## src/rtl/main_control_fsm.sv

```systemverilog
// Multicycle datapath main control FSM: sequences fetch/decode/execute/memory/writeback
// and drives all datapath strobes combinationally from the current state.
module main_control_fsm #(
  parameter bit TRAP_EN = 1'b1
) (
  input  logic       clk,
  input  logic       resetN,
  input  logic [5:0] opCode,
  input  logic       memReady,
  output logic [1:0] aluOp,
  output logic       aluSrcA,
  output logic [1:0] aluSrcB,
  output logic [1:0] pcSource,
  output logic       pcWrite,
  output logic       pcWriteCond,
  output logic       iorD,
  output logic       memRead,
  output logic       memWrite,
  output logic       irWrite,
  output logic       memToReg,
  output logic       regDst,
  output logic       regWrite,
  output logic       illegalOp,
  output logic [3:0] state
);

  typedef enum logic [3:0] {
    StFetch  = 4'd0,
    StDecode = 4'd1,
    StMemAdr = 4'd2,
    StMemRd  = 4'd3,
    StMemWb  = 4'd4,
    StMemWr  = 4'd5,
    StExec   = 4'd6,
    StRwb    = 4'd7,
    StBranch = 4'd8,
    StJump   = 4'd9,
    StAddiEx = 4'd10,
    StAddiWb = 4'd11,
    StTrap   = 4'd12
  } state_e;

  localparam logic [5:0] OpRType = 6'b000000;
  localparam logic [5:0] OpLw    = 6'b100011;
  localparam logic [5:0] OpSw    = 6'b101011;
  localparam logic [5:0] OpBeq   = 6'b000100;
  localparam logic [5:0] OpJ     = 6'b000010;
  localparam logic [5:0] OpAddi  = 6'b001000;

  state_e state_q, state_d;
  state_e out_st;

  always_ff @(posedge clk) begin
    if (!resetN) begin
      state_q <= StFetch;
    end else begin
      state_q <= state_d;
    end
  end

  always_comb begin
    state_d = state_q;
    case (state_q)
      StFetch:  state_d = memReady ? StDecode : StFetch;
      StDecode: begin
        if (opCode == OpRType) begin
          state_d = StExec;
        end else if (opCode == OpLw || opCode == OpSw) begin
          state_d = StMemAdr;
        end else if (opCode == OpBeq) begin
          state_d = StBranch;
        end else if (opCode == OpJ) begin
          state_d = StJump;
        end else if (opCode == OpAddi) begin
          state_d = StAddiEx;
        end else begin
          state_d = TRAP_EN ? StTrap : StFetch;
        end
      end
      StMemAdr: state_d = (opCode == OpLw) ? StMemRd : StMemWr;
      StMemRd:  state_d = memReady ? StMemWb : StMemRd;
      StMemWb:  state_d = StFetch;
      StMemWr:  state_d = memReady ? StFetch : StMemWr;
      StExec:   state_d = StRwb;
      StRwb:    state_d = StFetch;
      StBranch: state_d = StFetch;
      StJump:   state_d = StFetch;
      StAddiEx: state_d = StAddiWb;
      StAddiWb: state_d = StFetch;
      StTrap:   state_d = StTrap;
      default:  state_d = StFetch;
    endcase
  end

  // In reset the outputs show FETCH values with every write strobe suppressed.
  always_comb begin
    out_st      = resetN ? state_q : StFetch;
    aluOp       = 2'b00;
    aluSrcA     = 1'b0;
    aluSrcB     = 2'b00;
    pcSource    = 2'b00;
    pcWrite     = 1'b0;
    pcWriteCond = 1'b0;
    iorD        = 1'b0;
    memRead     = 1'b0;
    memWrite    = 1'b0;
    irWrite     = 1'b0;
    memToReg    = 1'b0;
    regDst      = 1'b0;
    regWrite    = 1'b0;
    illegalOp   = 1'b0;
    case (out_st)
      StFetch: begin
        memRead = 1'b1;
        aluSrcB = 2'b01;
        irWrite = memReady;
        pcWrite = memReady;
      end
      StDecode: aluSrcB = 2'b11;
      StMemAdr: begin
        aluSrcA = 1'b1;
        aluSrcB = 2'b10;
      end
      StMemRd: begin
        memRead = 1'b1;
        iorD    = 1'b1;
      end
      StMemWb: begin
        regWrite = 1'b1;
        memToReg = 1'b1;
      end
      StMemWr: begin
        memWrite = 1'b1;
        iorD     = 1'b1;
      end
      StExec: begin
        aluSrcA = 1'b1;
        aluOp   = 2'b10;
      end
      StRwb: begin
        regWrite = 1'b1;
        regDst   = 1'b1;
      end
      StBranch: begin
        aluSrcA     = 1'b1;
        aluOp       = 2'b01;
        pcWriteCond = 1'b1;
        pcSource    = 2'b01;
      end
      StJump: begin
        pcWrite  = 1'b1;
        pcSource = 2'b10;
      end
      StAddiEx: begin
        aluSrcA = 1'b1;
        aluSrcB = 2'b10;
        aluOp   = 2'b11;
      end
      StAddiWb: regWrite = 1'b1;
      StTrap:   illegalOp = 1'b1;
      default:  ;
    endcase
    if (!resetN) begin
      pcWrite     = 1'b0;
      pcWriteCond = 1'b0;
      memWrite    = 1'b0;
      regWrite    = 1'b0;
      irWrite     = 1'b0;
    end
  end

  assign state = state_q;

endmodule
```

## config.mk

```make
export PLATFORM = sky130hd
export DESIGN_NAME = main_control_fsm
export DESIGN_NICKNAME = d
export VERILOG_FILES = /design/src/rtl/main_control_fsm.sv
export SDC_FILE = /design/constraint.sdc
export NUM_CORES = 1
export LEC_CHECK = 0
export BUFFER_PORTS_ARGS = -buffer_cell sky130_fd_sc_hd__buf_4
export CAP_MARGIN = 20
export CORE_MARGIN = 3
export CORE_UTILIZATION = 30
export CTS_BUF_LIST = sky130_fd_sc_hd__clkbuf_8
export CTS_CLUSTER_DIAMETER = 100
export DETAILED_ROUTE_END_ITERATION = 10
export GPL_ROUTABILITY_DRIVEN = 0
export HOLD_SLACK_MARGIN = 0.02
export PLACE_DENSITY = 0.55
export SLEW_MARGIN = 15
export SYNTH_ARGS = -nofsm -noshare
export SYNTH_HDL_FRONTEND = slang
export SYNTH_SLANG_ARGS = --single-unit
```

## constraint.sdc

```tcl
create_clock -name clk -period 4 [get_ports clk]
set_input_delay 0.6 -clock clk [delete_from_list [all_inputs] [get_ports clk]]
set_output_delay 0.6 -clock clk [all_outputs]
set_load 0.05 [all_outputs]
```

Word-level counts from Yosys, hierarchy flattened
Index checks and enable logic that the tools add are counted.
Storage, ports and cells
  logic and storage cells: 64
  register bits: 4
  output and inout bits: 21
Operators by class
  multiplexer cells: 30
  equal/unequal tests: 24
  reduce and logical (&&, ||, !) cells: 9
Operators by type and width (number)
  $pmux W4 S8: 1
  $eq A4 B4 Y1 const B: 7
  $eq A4 B3 Y1 const B: 6
  $mux W3: 6
  $eq A4 B2 Y1 const B: 4
  $mux W1: 16
  $eq A6 B6 Y1 const B: 2
  $mux W4: 3
  $pmux W2 S3: 2
  $eq A4 B1 Y1 const B: 2
  $logic_not A4 Y1: 2
  $eq A6 B2 Y1 const B: 1
  $eq A6 B3 Y1 const B: 1
  $eq A6 B4 Y1 const B: 1
  $logic_not A6 Y1: 1
  $reduce_or A2 Y1: 3
  $pmux W2 S2: 1
  $reduce_or A4 Y1: 1
  $reduce_or A3 Y1: 1
  $pmux W1 S2: 1
  $logic_or A1 B1 Y1: 1

Depth between registers and ports, before layout
Gate-level depths: netlist of the first run.
  depth in word-level cells: 7
  gate-level depth with buffers: 5

Worst setup path before layout of the first run
Ideal clock, no wire load.
  path kind: register to output
  from: reg state_q[2] (netlist: state[2])
  to: out memToReg
  cell stages (with the launch flop): 5
  path buffers: 2
  setup slack: 1049 ps
  arrival time: 2351 ps
  cells stage by stage: dfxtp_1 -> clkbuf_1 -> buf_2 -> nand3b_1 -> nor3_1
On the way
  longest elaborated chain between the ends: 3
RTL lines
  start: declaration: RTL line 50  | state_e state_q, state_d;
  start signal: assignment: RTL line 55  | state_q <= StFetch;
  start signal: assignment: RTL line 57  | state_q <= state_d;
  $mux W4: RTL line 97  | out_st = resetN ? state_q : StFetch;
  $eq A4 B3 Y1: RTL line 112  | case (out_st)
  $mux W1: RTL line 112
  end: declaration: RTL line 20  | output logic memToReg,
Every way passes these cells.

Worst setup path after layout of the first run
  from: reg state_q[2] (netlist: state[2])
  to: out pcWrite
On the way
  longest elaborated chain between the ends: 4
  elaborated cells between the ends (all ways): 5
  classes of those cells: eq/ne (1); mux (3); reduce/logical (1)
RTL lines
  $mux W4 (*): RTL line 97
  $eq A4 B4 Y1 or $logic_not A4 Y1 (tied branches): RTL line 112
  $pmux W1 S2 (*): RTL line 112
  $mux W1 (*): RTL line 163  | if (!resetN) begin
  end: declaration: RTL line 14  | output logic pcWrite,
Every way passes the cells marked *; elsewhere a longest branch is shown, timed or not.

==> results_dict.tcl, run 1 <==
set metrics [dict create \
    setup_tns_ps 0 \
    htree_levels 1 \
    seq_area_frac_synth 0.138 \
    synth_area_leaders "dfxtp_1, nor2_1, and3_1" \
    synth-edff-count 0 \
    syn_nets 96 \
    critical_path.max_fanout 22 \
    clock_skew_ps 3.39 \
    drive_gt1_frac 0.313 \
    overflow 0 \
    leakage_uw 0.000380 \
    power_uw 238 \
    grt_first_pass_wirelength_um 2900 \
    m1WireLength_um 816 \
    cts_max_path_buffers 2 \
    die_area_mm2 0.00250 \
    largest_reg_flops 4 \
    max_freq_ghz 0.414 \
    drt-initial-drc-count 16 \
    antenna_found_initial 0 \
    avgSynthCellArea_um2 6.69 \
    cp.required_ps 3400 \
    slew_headroom 0.561 \
    rr_worst_depth 4 \
    yosys_register_bits 4 \
    clockRootBuffer "clkbuf_8" \
    synth_top_flop_cell "dfxtp_1" \
    grt_max_degree 23 \
    dr.max_layer_used "met4" \
    drcViolationCount 0 \
    grt_pass1_vias 672 \
    clk_latency_ps 220 \
    nets 123 \
    synth_top_area_frac 0.138 \
    r2r_end "state[0]$_SDFF_PN0_" \
    final_max_slew_viol_count 0 \
    cts_buffers 3 \
    postCtsSetupRepairBufs 0 \
    dr_total_vias 744 \
    antennaDiodeCount 0 \
    drt-pass1-iter-count 4 \
    antenna_left 0 \
    post-route-period-util 0.603 \
    syn_area_um2 582 \
    post-route-util 0.470 \
    cts_tree "yes" \
    yosysTopAreaCell "dfxtp_1" \
    clk_pin_slew_ps 30 \
    setup_violations 0 \
    wire_per_inst_um 12.6 \
    synthArstFlopShare 0 \
    crit_arrival_ps 1810 \
    holdWs_ps 718 \
    hold_buffers 0 \
    rrSetupSlack_ps 2300 \
    max-vdd-ir-drop_mv 0.201 \
    r2r_start "state[1]$_SDFF_PN0_" \
    port_buffers 29 \
    hp-start "memReady" \
    worstSetupStartpoint "state[2]$_SDFF_PN0_" \
    crit_path_top_delay_cell "dfxtp_1" \
    synthMostInstantiatedCell "nor2_1" \
    clock-sinks 4 \
    crit_type "register to output pin" \
    min_to "state[1]$_SDFF_PN0_" \
    cp-start-kind "register" \
    dr_wl_met3_um 91 \
    cpPeakStageDelay_ps 730 \
    yosysWarnings 0 \
    path_cells "nor2b_1 > and3_1 > or2_2 > buf_4" \
    dp_hpwl_um 1340 \
    die_h_um 50.0 \
    rows 15 \
    areaGrowthSynthToFinish_pct 44.1 \
    die_w_um 50.0 \
    synthTopCellsByCount "nor2_1, and3_1, nand2b_1, nor3_1, o21ai_0" \
    grt_usage 0.145 \
    wirelength_um 1720 \
    io_pins 30 \
    tightestPinTransition_ps 658 \
    ys_types 37 \
    hp-class "primary input to register" \
    power_density_mw_per_mm2 284 \
    start_util 0.326 \
    core_area_mm2 0.00178 \
    cts-resized-gates 0 \
    wl_met2_um 801 \
    worst_setup_path_end_kind "output pin" \
    rsz0062_at_grt "false" \
    hold_violations 0 \
    status "finished clean" \
    maxCapViolCount 0 \
    routed_via_density 5.43 \
    min_path_cells 3 \
    min_period_ps 2410 \
    syn-instance-count 87 \
]
[cell usage in the layout (no fill, tap or decap), types with 2 or more instances in the layout]
master / synthesis / routed
o31ai_1: 2 / 2
nor2_1: 12 / 12
and3b_1: 2 / 2
inv_1: 2 / 2
a31oi_1: 3 / 3
o21ai_0: 5 / 5
and3_1: 6 / 6
dfxtp_1: 4 / 4
buf_4: 1 / 29
a21oi_1: 4 / 4
o2111ai_1: 2 / 2
nand3b_1: 2 / 2
nor3_1: 5 / 5
nand2_1: 3 / 3
clkbuf_8: 0 / 3
nand2b_1: 6 / 6
or4_1: 2 / 2
nor2b_1: 2 / 2
[cell families after synthesis]
logic type	after synthesis	synth area share
buf+inv	10	0.0774
compound gates	25	0.305
simple gates	46	0.449
flops	4	0.138
xor+xnor	2	0.0301
[worst max-delay path, delay by kind of cell (launching register included)]
kind,cells,cell delay (ps)
flops,1,730
simple gates,3,680
buf+inv,1,190
[metal layers]
metal,up-vias,global-route usage
li1,386,-
met1,330,0.179
met2,26,0.239
met3,2,0.0393
met4,0,0.0507
met5,-,0
[where the power goes]
part           switching, uW  total [uW]  internal [uW]  leakage (uW)
Sequential              12.2        55.1           43.0     0.0000326
Combinational           64.6        99.4           34.8      0.000326
Clock                   19.5        83.5           64.0     0.0000216
Total                   96.3         238            142      0.000380
[stage by stage]
step	std cells	area [um2]	worst slack, ps
3_3_place_gp	134	797	1830
2_1_floorplan	87	582	1050
4_1_cts	137	838	1580
5_1_grt	137	838	1390
6_report	137	838	1590
3_5_place_dp	134	797	1810
[how the worst max path moves through the flow]
stage	cells past startpoint	end	slack [ps]
after floorplan	4	memToReg	1050
after global placement	4	pcWrite	1830
after detailed placement	4	pcWrite	1810
after CTS	4	pcWrite	1580
after global routing	4	pcWrite	1390
final	4	pcWrite	1590
[layout make-up]
cell class / instances / area (um2)
Clock buffer: 3 / 41.3
Fill cell: 195 / 945
Tap cell: 25 / 31.3
Timing Repair Buffer: 29 / 218
Multi-Input combinational cell: 73 / 457
Inverter: 3 / 11.3
Sequential cell: 4 / 80.1
Note: power is estimated with default switching activity, not from simulation.
==> run 2, diff against run 1 <==
clock period = 2.38 ns   (was 4 ns; I/O delays follow)
==> results_dict.tcl, run 2 (synthesis gave the netlist of run 1 again) <==
set metrics [dict create \
    status "finished clean" \
    wirelength_um 1840 \
    cp-start-kind "register" \
    crit_path_top_delay_cell "dfxtp_1" \
    setup_violations 0 \
    final_max_slew_viol_count 0 \
    overflow 0 \
    grt_first_pass_wirelength_um 3080 \
    cp.required_ps 2020 \
    die_w_um 50.0 \
    max_freq_ghz 0.457 \
    dr_total_vias 766 \
    clk_pin_slew_ps 30 \
    largest_reg_flops 4 \
    rsz0062_at_grt "false" \
    max-vdd-ir-drop_mv 0.240 \
    antenna_found_initial 0 \
    holdWs_ps 478 \
    dp_hpwl_um 1420 \
    final_cell_mix "buf_4, nor2_1, and3_1, nand2b_1" \
    antennaDiodeCount 0 \
    htree_levels 1 \
    hold_buffers 0 \
    placed_area_um2 827 \
    drt-pass1-iter-count 4 \
    crit_type "register to output pin" \
    path_cells "nor2b_1 > and3_1 > or2_2 > buf_4" \
    antenna_left 0 \
    crit_arrival_ps 1830 \
    die_area_mm2 0.00250 \
    areaGrowthSynthToFinish_pct 49.2 \
    drt-initial-drc-count 19 \
    clock-sinks 4 \
    final_common_cell "buf_4" \
    tightestPinTransition_ps 604 \
    dp_cells 135 \
    postCtsSetupRepairBufs 0 \
    grt_max_degree 20 \
    worst_setup_path_end_kind "output pin" \
    cts_buffers 3 \
    core_area_mm2 0.00178 \
    start_util 0.326 \
    wire_per_inst_um 13.3 \
    grt_pass1_vias 688 \
    clk_latency_ps 220 \
    port_buffers 29 \
    hold_violations 0 \
    drcViolationCount 0 \
    cts_tree "yes" \
    min_period_ps 2190 \
    grt_usage 0.157 \
    maxCapViolCount 0 \
    hp-class "primary input to register" \
    drive_gt1_frac 0.354 \
    cts_max_path_buffers 2 \
    rows 15 \
    power_density_mw_per_mm2 471 \
    slew_headroom 0.597 \
    nets 124 \
    post-route-period-util 0.920 \
    clockRootBuffer "clkbuf_8" \
    cts-resized-gates 0 \
    io_pins 30 \
    critical_path.max_fanout 16 \
    cpPeakStageDelay_ps 670 \
    routed_via_density 5.55 \
    cp_top_family "simple AND/OR/NAND/NOR gates" \
    path_buf_inv 1 \
    finalNonFillerCells 138 \
    clock_skew_ps 1.64 \
    leakage_uw 0.000391 \
    die_h_um 50.0 \
    fin_area_um2 868 \
]
## run 2: cell count changes in the layout (fill, tap and decap cells not counted)
cell     change
buf_4        +1
nor3_1       -2
nor3_2       +2
o21ai_0      -1
o21ai_1      +1
o31ai_1      -1
o31ai_2      +1
o32ai_1      -1
o32ai_2      +1
## run 2: worst paths after layout
kind / startpoint / endpoint / slack (ps) / cells after the start
worst max-delay path: state[1]$_SDFF_PN0_ / pcWrite / 190 / 4
worst min-delay path: memReady / state[1]$_SDFF_PN0_ / 480 / 3
worst max register to register: state[1]$_SDFF_PN0_ / state[0]$_SDFF_PN0_ / 600 / 4
worst min register to register: state[3]$_SDFF_PN0_ / state[0]$_SDFF_PN0_ / 840 / 2
## run 2: where the power goes
group	leakage [uW]	total [uW]	internal (uW)	switching [uW]
clock	0.0000216	142	108	34.3
sequential	0.0000326	89.9	72.2	17.7
combinational	0.000337	177	61.4	116
## run 2: area by class of cell
class | instances | area [um2]
timing repair buffer | 30 | 225
tap | 25 | 31.3
sequential | 4 | 80.1
multi-input combinational | 73 | 479
clock buffer | 3 | 41.3
fill | 200 | 915
inverter | 3 | 11.3
## run 2: worst register-to-register path, stage by stage, from the launching register on
cell     delay, ps
dfxtp_1        670
nor2_1         160
and3_1         240
o31ai_2        370
and3b_1        230
## run 2: metrics by stage
stage | power, uW | setup slack [ps] | utilization | TNS, ps
2_1_floorplan | 215 | -12.1 | - | -12.1
3_3_place_gp | 268 | 497 | 0.464 | 0
3_5_place_dp | 268 | 445 | 0.464 | 0
4_1_cts | 413 | 214 | 0.487 | 0
5_1_grt | 434 | 79.9 | 0.487 | 0
6_report | 409 | 191 | 0.487 | 0
## run 2: per-layer routing
layer / up-vias / wire, um / track usage
met5: - / 0 / 0
met3: 2 / 113 / 0.0211
li1: 387 / - / -
met4: 0 / 19 / 0.0691
met2: 30 / 885 / 0.267
met1: 347 / 821 / 0.193
